File: src/rtl/regfile_ctrl_pkg.sv
// Shared constants for the regfile write-port control slice.
// Also provides the index-width helper used by the arbiters.
package regfile_ctrl_pkg;

  localparam int ADDR_WIDTH = 5;
  localparam int DATA_WIDTH = 32;
  localparam int NUM_REGS   = 1 << ADDR_WIDTH;

  localparam logic [ADDR_WIDTH-1:0] REG_ZERO = '0;

  function automatic int idx_w(int n);
    return (n > 1) ? $clog2(n) : 1;
  endfunction

endpackage

File: src/rtl/regfile_wb_arbiter_if.sv
// Writeback request bus: NUM_REQ sources, flat reg/data slices.
// master = requesters, slave = arbiter.
interface regfile_wb_arbiter_if
  import regfile_ctrl_pkg::*;
#(
  parameter int NUM_REQ = 3,
  parameter int AW      = ADDR_WIDTH,
  parameter int DW      = DATA_WIDTH
);

  logic [NUM_REQ-1:0]    req_valid;
  logic [NUM_REQ*AW-1:0] req_reg;
  logic [NUM_REQ*DW-1:0] req_data;
  logic [NUM_REQ-1:0]    req_ready;

  modport master (
    output req_valid,
    output req_reg,
    output req_data,
    input  req_ready
  );

  modport slave (
    input  req_valid,
    input  req_reg,
    input  req_data,
    output req_ready
  );

endinterface

File: src/rtl/rr_arbiter.sv
// Round-robin arbiter: searches upward from ptr with wrap.
// Grants are suppressed while rst is high; ptr advances past each grant.
module rr_arbiter
  import regfile_ctrl_pkg::*;
#(
  parameter int N = 3
) (
  input  logic                  clk,
  input  logic                  rst,
  input  logic [N-1:0]          req,
  output logic [N-1:0]          gnt,
  output logic [idx_w(N)-1:0]   idx,
  output logic                  vld
);

  localparam int IW = idx_w(N);

  logic [IW-1:0] ptr_q;
  logic [IW-1:0] j;

  always_comb begin
    gnt = '0;
    idx = '0;
    vld = 1'b0;
    j   = '0;
    for (int k = 0; k < N; k++) begin
      j = IW'((int'(ptr_q) + k) % N);
      if (!vld && !rst && req[j]) begin
        vld    = 1'b1;
        gnt[j] = 1'b1;
        idx    = j;
      end
    end
  end

  always_ff @(posedge clk) begin
    if (rst) begin
      ptr_q <= '0;
    end else if (vld) begin
      ptr_q <= (int'(idx) == N - 1) ? '0 : idx + 1'b1;
    end
  end

endmodule

File: src/rtl/regfile_wb_arbiter.sv
// Regfile write-port sequencer: round-robin writeback arbitration,
// one-cycle registered write stage and a per-register busy scoreboard.
module regfile_wb_arbiter
  import regfile_ctrl_pkg::*;
#(
  parameter int NUM_REQ    = 3,
  parameter int DATA_WIDTH = regfile_ctrl_pkg::DATA_WIDTH,
  parameter int ADDR_WIDTH = regfile_ctrl_pkg::ADDR_WIDTH
) (
  input  logic                        clock,
  input  logic                        ctrl_reset,
  regfile_wb_arbiter_if.slave         wb,
  output logic                        ctrl_writeEnable,
  output logic [ADDR_WIDTH-1:0]       ctrl_writeReg,
  output logic [DATA_WIDTH-1:0]       data_writeReg,
  output logic [idx_w(NUM_REQ)-1:0]   grant_id,
  input  logic                        rsv_valid,
  input  logic [ADDR_WIDTH-1:0]       rsv_reg,
  output logic                        rsv_stall,
  input  logic [ADDR_WIDTH-1:0]       ctrl_readRegA,
  input  logic [ADDR_WIDTH-1:0]       ctrl_readRegB,
  output logic                        busy_A,
  output logic                        busy_B
);

  localparam int NREGS = 1 << ADDR_WIDTH;
  localparam int GW    = idx_w(NUM_REQ);
  localparam logic [ADDR_WIDTH-1:0] R0 =
    ADDR_WIDTH'(REG_ZERO);

  logic [NUM_REQ-1:0]    gnt;
  logic [GW-1:0]         gidx;
  logic                  hs;
  logic [ADDR_WIDTH-1:0] sel_reg;
  logic [DATA_WIDTH-1:0] sel_data;

  logic                  we_q;
  logic [ADDR_WIDTH-1:0] wreg_q;
  logic [DATA_WIDTH-1:0] wdata_q;
  logic [GW-1:0]         gid_q;
  logic [NREGS-1:0]      busy_q, busy_d;
  logic                  rsv_take;

  rr_arbiter #(.N(NUM_REQ)) u_arb (
    .clk (clock),
    .rst (ctrl_reset),
    .req (wb.req_valid),
    .gnt (gnt),
    .idx (gidx),
    .vld (hs)
  );

  assign wb.req_ready = gnt;

  always_comb begin
    sel_reg  = '0;
    sel_data = '0;
    for (int i = 0; i < NUM_REQ; i++) begin
      if (gnt[i]) begin
        sel_reg  = wb.req_reg[i*ADDR_WIDTH +: ADDR_WIDTH];
        sel_data = wb.req_data[i*DATA_WIDTH +: DATA_WIDTH];
      end
    end
  end

  // Reservation check uses current state only; a same-edge clear
  // does not let a reservation through early.
  assign rsv_stall = rsv_valid & (rsv_reg != R0) & busy_q[rsv_reg];
  assign rsv_take  = rsv_valid & (rsv_reg != R0) & ~busy_q[rsv_reg];

  assign busy_A = busy_q[ctrl_readRegA] & (ctrl_readRegA != R0);
  assign busy_B = busy_q[ctrl_readRegB] & (ctrl_readRegB != R0);

  always_comb begin
    busy_d = busy_q;
    if (we_q) busy_d[wreg_q] = 1'b0;
    if (rsv_take) busy_d[rsv_reg] = 1'b1;
  end

  always_ff @(posedge clock) begin
    if (ctrl_reset) begin
      we_q    <= 1'b0;
      wreg_q  <= '0;
      wdata_q <= '0;
      gid_q   <= '0;
      busy_q  <= '0;
    end else begin
      busy_q <= busy_d;
      we_q   <= hs & (sel_reg != R0);
      if (hs) begin
        wreg_q  <= sel_reg;
        wdata_q <= sel_data;
        gid_q   <= gidx;
      end
    end
  end

  assign ctrl_writeEnable = we_q;
  assign ctrl_writeReg    = wreg_q;
  assign data_writeReg    = wdata_q;
  assign grant_id         = gid_q;

endmodule

File: src/flat_wrapper.sv
// flat-port wrapper written by rule: the top's interface ports become plain ports
module regfile_wb_arbiter_flat import regfile_ctrl_pkg::*;
#(
  parameter int NUM_REQ    = 3,
  parameter int DATA_WIDTH = regfile_ctrl_pkg::DATA_WIDTH,
  parameter int ADDR_WIDTH = regfile_ctrl_pkg::ADDR_WIDTH
)
  (clock, ctrl_reset, ctrl_writeEnable, ctrl_writeReg, data_writeReg, grant_id, rsv_valid, rsv_reg, rsv_stall, ctrl_readRegA, ctrl_readRegB, busy_A, busy_B, wb_req_valid, wb_req_reg, wb_req_data, wb_req_ready);
  regfile_wb_arbiter_if #(.NUM_REQ(NUM_REQ), .AW((5)), .DW((32))) wb_i ();
  input  logic clock;
  input  logic ctrl_reset;
  output logic ctrl_writeEnable;
  output logic [ADDR_WIDTH-1:0] ctrl_writeReg;
  output logic [DATA_WIDTH-1:0] data_writeReg;
  output logic [idx_w(NUM_REQ)-1:0] grant_id;
  input  logic rsv_valid;
  input  logic [ADDR_WIDTH-1:0] rsv_reg;
  output logic rsv_stall;
  input  logic [ADDR_WIDTH-1:0] ctrl_readRegA;
  input  logic [ADDR_WIDTH-1:0] ctrl_readRegB;
  output logic busy_A;
  output logic busy_B;
  input wire logic [$bits(wb_i.req_valid)-1:0] wb_req_valid;
  input wire logic [$bits(wb_i.req_reg)-1:0] wb_req_reg;
  input wire logic [$bits(wb_i.req_data)-1:0] wb_req_data;
  output wire logic [$bits(wb_i.req_ready)-1:0] wb_req_ready;
  assign wb_i.req_valid = wb_req_valid;
  assign wb_i.req_reg = wb_req_reg;
  assign wb_i.req_data = wb_req_data;
  assign wb_req_ready = wb_i.req_ready;
  regfile_wb_arbiter #(.NUM_REQ(NUM_REQ), .DATA_WIDTH(DATA_WIDTH), .ADDR_WIDTH(ADDR_WIDTH)) u_core (.clock(clock), .ctrl_reset(ctrl_reset), .wb(wb_i), .ctrl_writeEnable(ctrl_writeEnable), .ctrl_writeReg(ctrl_writeReg), .data_writeReg(data_writeReg), .grant_id(grant_id), .rsv_valid(rsv_valid), .rsv_reg(rsv_reg), .rsv_stall(rsv_stall), .ctrl_readRegA(ctrl_readRegA), .ctrl_readRegB(ctrl_readRegB), .busy_A(busy_A), .busy_B(busy_B));
endmodule
File: config.mk
export PLATFORM = sky130hd
export DESIGN_NAME = regfile_wb_arbiter_flat
export DESIGN_NICKNAME = d
export VERILOG_FILES = /design/src/rtl/regfile_ctrl_pkg.sv /design/src/rtl/regfile_wb_arbiter_if.sv /design/src/rtl/rr_arbiter.sv /design/src/rtl/regfile_wb_arbiter.sv /design/src/flat_wrapper.sv
export SDC_FILE = /design/constraint.sdc
export NUM_CORES = 1
export LEC_CHECK = 0
export BUFFER_PORTS_ARGS = -buffer_cell sky130_fd_sc_hd__buf_4
export CAP_MARGIN = 40
export CORE_MARGIN = 10
export CORE_UTILIZATION = 45
export CTS_CLUSTER_SIZE = 16
export DETAILED_ROUTE_END_ITERATION = 10
export HOLD_SLACK_MARGIN = 0.06
export PLACE_DENSITY = 0.77
export RECOVER_POWER = 100
export SLEW_MARGIN = 15
export SYNTH_ARGS = -nofsm -noshare
export SYNTH_HDL_FRONTEND = slang
export SYNTH_HIERARCHICAL = 1
export SYNTH_SLANG_ARGS = --single-unit
File: constraint.sdc
create_clock -name clock -period 2.95 [get_ports clock]
set_input_delay 0.295 -clock clock [delete_from_list [all_inputs] [get_ports clock]]
set_output_delay 0.295 -clock clock [all_outputs]
set_load 0.02 [all_outputs]
==> flow_summary.yaml <==
synth:
  synthAdderAreaFrac_pct: 1.05
  synthMuxAreaShare_pct: 22.5
  syn_area_sq_um: 4780
  synth_top_family_by_area: "multiplexers"
  ys_warn_count: 6
  synth.distinct_cells: 54
  syn_inst: 556
  synth-seq-cells: 74
  syn_nets: 692
  syn_area_per_cell_sq_um: 8.59
  seq_area_frac_synth_pct: 31.0
  synth_compound_area_share_pct: 19.4
  synth_xor_xnor_area_share_pct: 0
  synth_simple_gate_area_share_pct: 21.2
global_route:
  grt_pass1_vias: 5262
  grtUsageTotal_pct: 22.4
  grt_use_met2_pct: 36.4
  grt-ovfl-total: 0
  grtUsageMet3_pct: 8.80
  grt-busiest-layer: "met2"
  grt_max_degree: 54
  met1_usage_pct: 24.9
  grt_first_pass_wirelength_mm: 27.2
  antenna_found_initial: 0
worst_setup_path:
  path_delay_family: "buffers and inverters"
  worstReg2RegEnd: "u_core/ctrl_writeReg[4]"
  crit_path_start: "u_core/u_arb/ptr_q[1]"
  cp.arrival_ps: 2490
  cp_max_fo: 53
  slowest_delay_ps: 380
  reg2reg_depth: 13
  start_kind: "register"
  crit_type: "reg -> out"
  r2r-start: "u_core/u_arb/ptr_q[1]"
  r2r_setup_slack_ps: 200
  required_ps: 2650
  crit_buf_inv: 3
  endpoint_kind: "primary output"
  cp_cell_sequence: "inv_1, ha_4, mux2i_2, o21ai_2, a21oi_1, o21a_1, nor2_4, buf_6, buf_4"
  cpMaxStageDelayCell: "dfxtp_2"
  path_depth: 9
  critPathCapture: "wb_req_ready[2]"
power:
  p_comb_share_pct: 51.3
  power_density_nw_per_um2: 641
  swShare_pct: 42.7
  finalPower_mw: 4.04
  p_sw_mw: 1.72
  intPower_mw: 2.31
  ir_drop_mv: 0.373
  clock_power_share_pct: 17.6
  leakagePower_nw: 2.48
  seqPwrFrac_pct: 31.1
clock_network:
  post_cts_buffers: 0
  clock_sinks: 74
  cts_resized: 0
  numCtsBuffers: 9
  clk_pin_slew_ps: 80
  cts-root-buf: "clkbuf_8"
  cts_buffer_depth: 2
  h-tree-depth: 3
  holdBufCountCts: 0
  cts_tree: "built"
  clk-insertion-delay-late_ps: 360
sta:
  setup_ws_ps: 161
  relSlewSlack_pct: 35.4
  hold_viol: 0
  worstMarginPinSlew_ps: 969
  rsz0062_at_grt: "false"
  finalSetupViolations: 0
  whs_ps: 275
  finalCritPeriodShare_pct: 94.6
  fin_tns_setup_ps: 0
  min_period_ps: 2790
  finClkSkew_ps: 11.2
  max_clock_freq_ghz: 0.359
  slew_viol_final: 0
outcome:
  status: "finished clean"
layout:
  syn2layout_area_growth_pct: 31.7
  drive_gt1_share_pct: 29.1
  diodes: 0
  layoutNonFillerInstCount: 857
  design_area_sq_um: 6290
  final_util_pct: 61.0
  nFillCells: 911
  nets: 852
place:
  dp_cells: 841
  dpl_cell_area_sq_um: 6250
  place_congestion: 0.967
  dp_hpwl_mm: 13.6
  portBuffers: 177
  place_ws_ps: 66.6
floorplanning:
  die-area_sq_um: 15100
  die_x_microns: 123
  io_pins: 178
  start_util_pct: 46.3
  core-area_sq_um: 10300
  die_y_microns: 123
  rows: 37
route:
  vias_per_cell: 6.02
  drc_errors: 0
  vias: 5159
  dr.pass1.iters: 5
  drt-wirelength-per-cell_microns: 20.8
  drt_iter0_drc: 406
  detail-route-antenna-nets: 0
  wl_mm: 17.8
job:
  drv_cap: 0
worst_hold_path:
  hold_path_class: "in -> reg"
==> Yosys cell counts (all sizes together) <==
cell type	number	share of area, %
a211oi	1	0.16
a21boi	1	0.16
a21oi	11	1.2
a221oi	2	0.37
a22oi	38	6.0
a31o	2	0.37
a32o	9	1.9
and2	2	0.26
and3	5	0.65
and3b	2	0.37
and4	2	0.37
buf	12	1.7
clkbuf	35	2.8
clkinv	1	0.078
dfxtp	74	31
ha	4	1.0
inv	4	0.31
mux2	4	0.94
mux2i	49	10
mux4	24	11
nand2	72	5.7
nand2b	3	0.39
nand3	23	2.4
nand3b	8	1.3
nand4	5	0.65
nand4b	2	0.37
nor2	55	4.3
nor2b	8	1.0
nor3	4	0.42
nor3b	11	1.7
nor4	2	0.58
o211a	1	0.21
o211ai	1	0.16
o21a	2	0.47
o21ai	64	6.9
o221a	1	0.24
o311a	1	0.21
o311ai	1	0.18
o31a	1	0.18
o31ai	4	0.63
o32ai	1	0.18
or3	3	0.39
or4	1	0.16
==> power groups by stage <==
stage	sequential [mW]	clock [mW]	combinational, mW
after floorplan	1.37	0	1.26
after global placement	1.27	0	2.05
after detailed placement	1.27	0	2.10
after CTS	1.25	0.724	2.10
after global routing	1.28	0.762	2.25
final	1.26	0.712	2.07
==> worst min path at each step <==
| stage | start | endpoint | cells past startpoint |
|---|---|---|---|
| 2_1_floorplan | u_core/busy_q[0] | u_core/busy_q[0] | 1 |
| 3_3_place_gp | u_core/busy_q[0] | u_core/busy_q[0] | 1 |
| 3_5_place_dp | u_core/busy_q[0] | u_core/busy_q[0] | 1 |
| 4_1_cts | ctrl_reset | u_core/data_writeReg[0] | 2 |
| 5_1_grt | ctrl_reset | u_core/data_writeReg[1] | 2 |
| 6_report | ctrl_reset | u_core/data_writeReg[31] | 2 |
==> placed cells by master (no fill, tap or decap), types with 4 or more instances in the layout <==
cell        n
clkbuf_8   10
nand3b_1    7
a21oi_1    11
nand3_1    23
and3_1      5
nor2_1     54
nor3b_1    11
a32o_1      9
clkbuf_1   47
dfxtp_1    73
clkbuf_2    4
nand4_1     5
nor2b_1     7
mux2_2      4
mux4_2     24
nand2_1    71
inv_1       4
a22oi_1    38
o31ai_1     4
buf_4     144
mux2i_1    47
o21ai_0    58
nor3_1      4
==> flip-flops by register name, indices dropped and copies added, names as in the netlist <==
register and flops:
u_core/ctrl_writeEnable 1, u_core/ctrl_writeReg 5, u_core/grant_id 2, u_core/data_writeReg 32, u_core/u_arb/ptr_q 2, u_core/busy_q 32
==> cell families after synthesis <==
| kind of cell | Yosys count |
|---|---|
| simple gates | 208 |
| compound gates | 141 |
| mux | 77 |
| fa+ha+maj | 4 |
| buf+inv | 52 |
| flops | 74 |
==> cell type report <==
cell class	instances	area (sq um)	area share, %
multi-input combinational	430	3140	49.9
sequential	74	1480	23.6
clock buffer	13	149	2.37
timing repair buffer	196	1320	21.0
clock inverter	3	15.0	0.239
inverter	5	18.8	0.298
tap	136	170	2.70
==> layer usage <==
layer	vias up	wire, microns
met4	0	713
met5	-	0
met3	52	1990
met2	326	8510
li1	2383	-
met1	2398	6600
(Power assumes the default switching activity.)
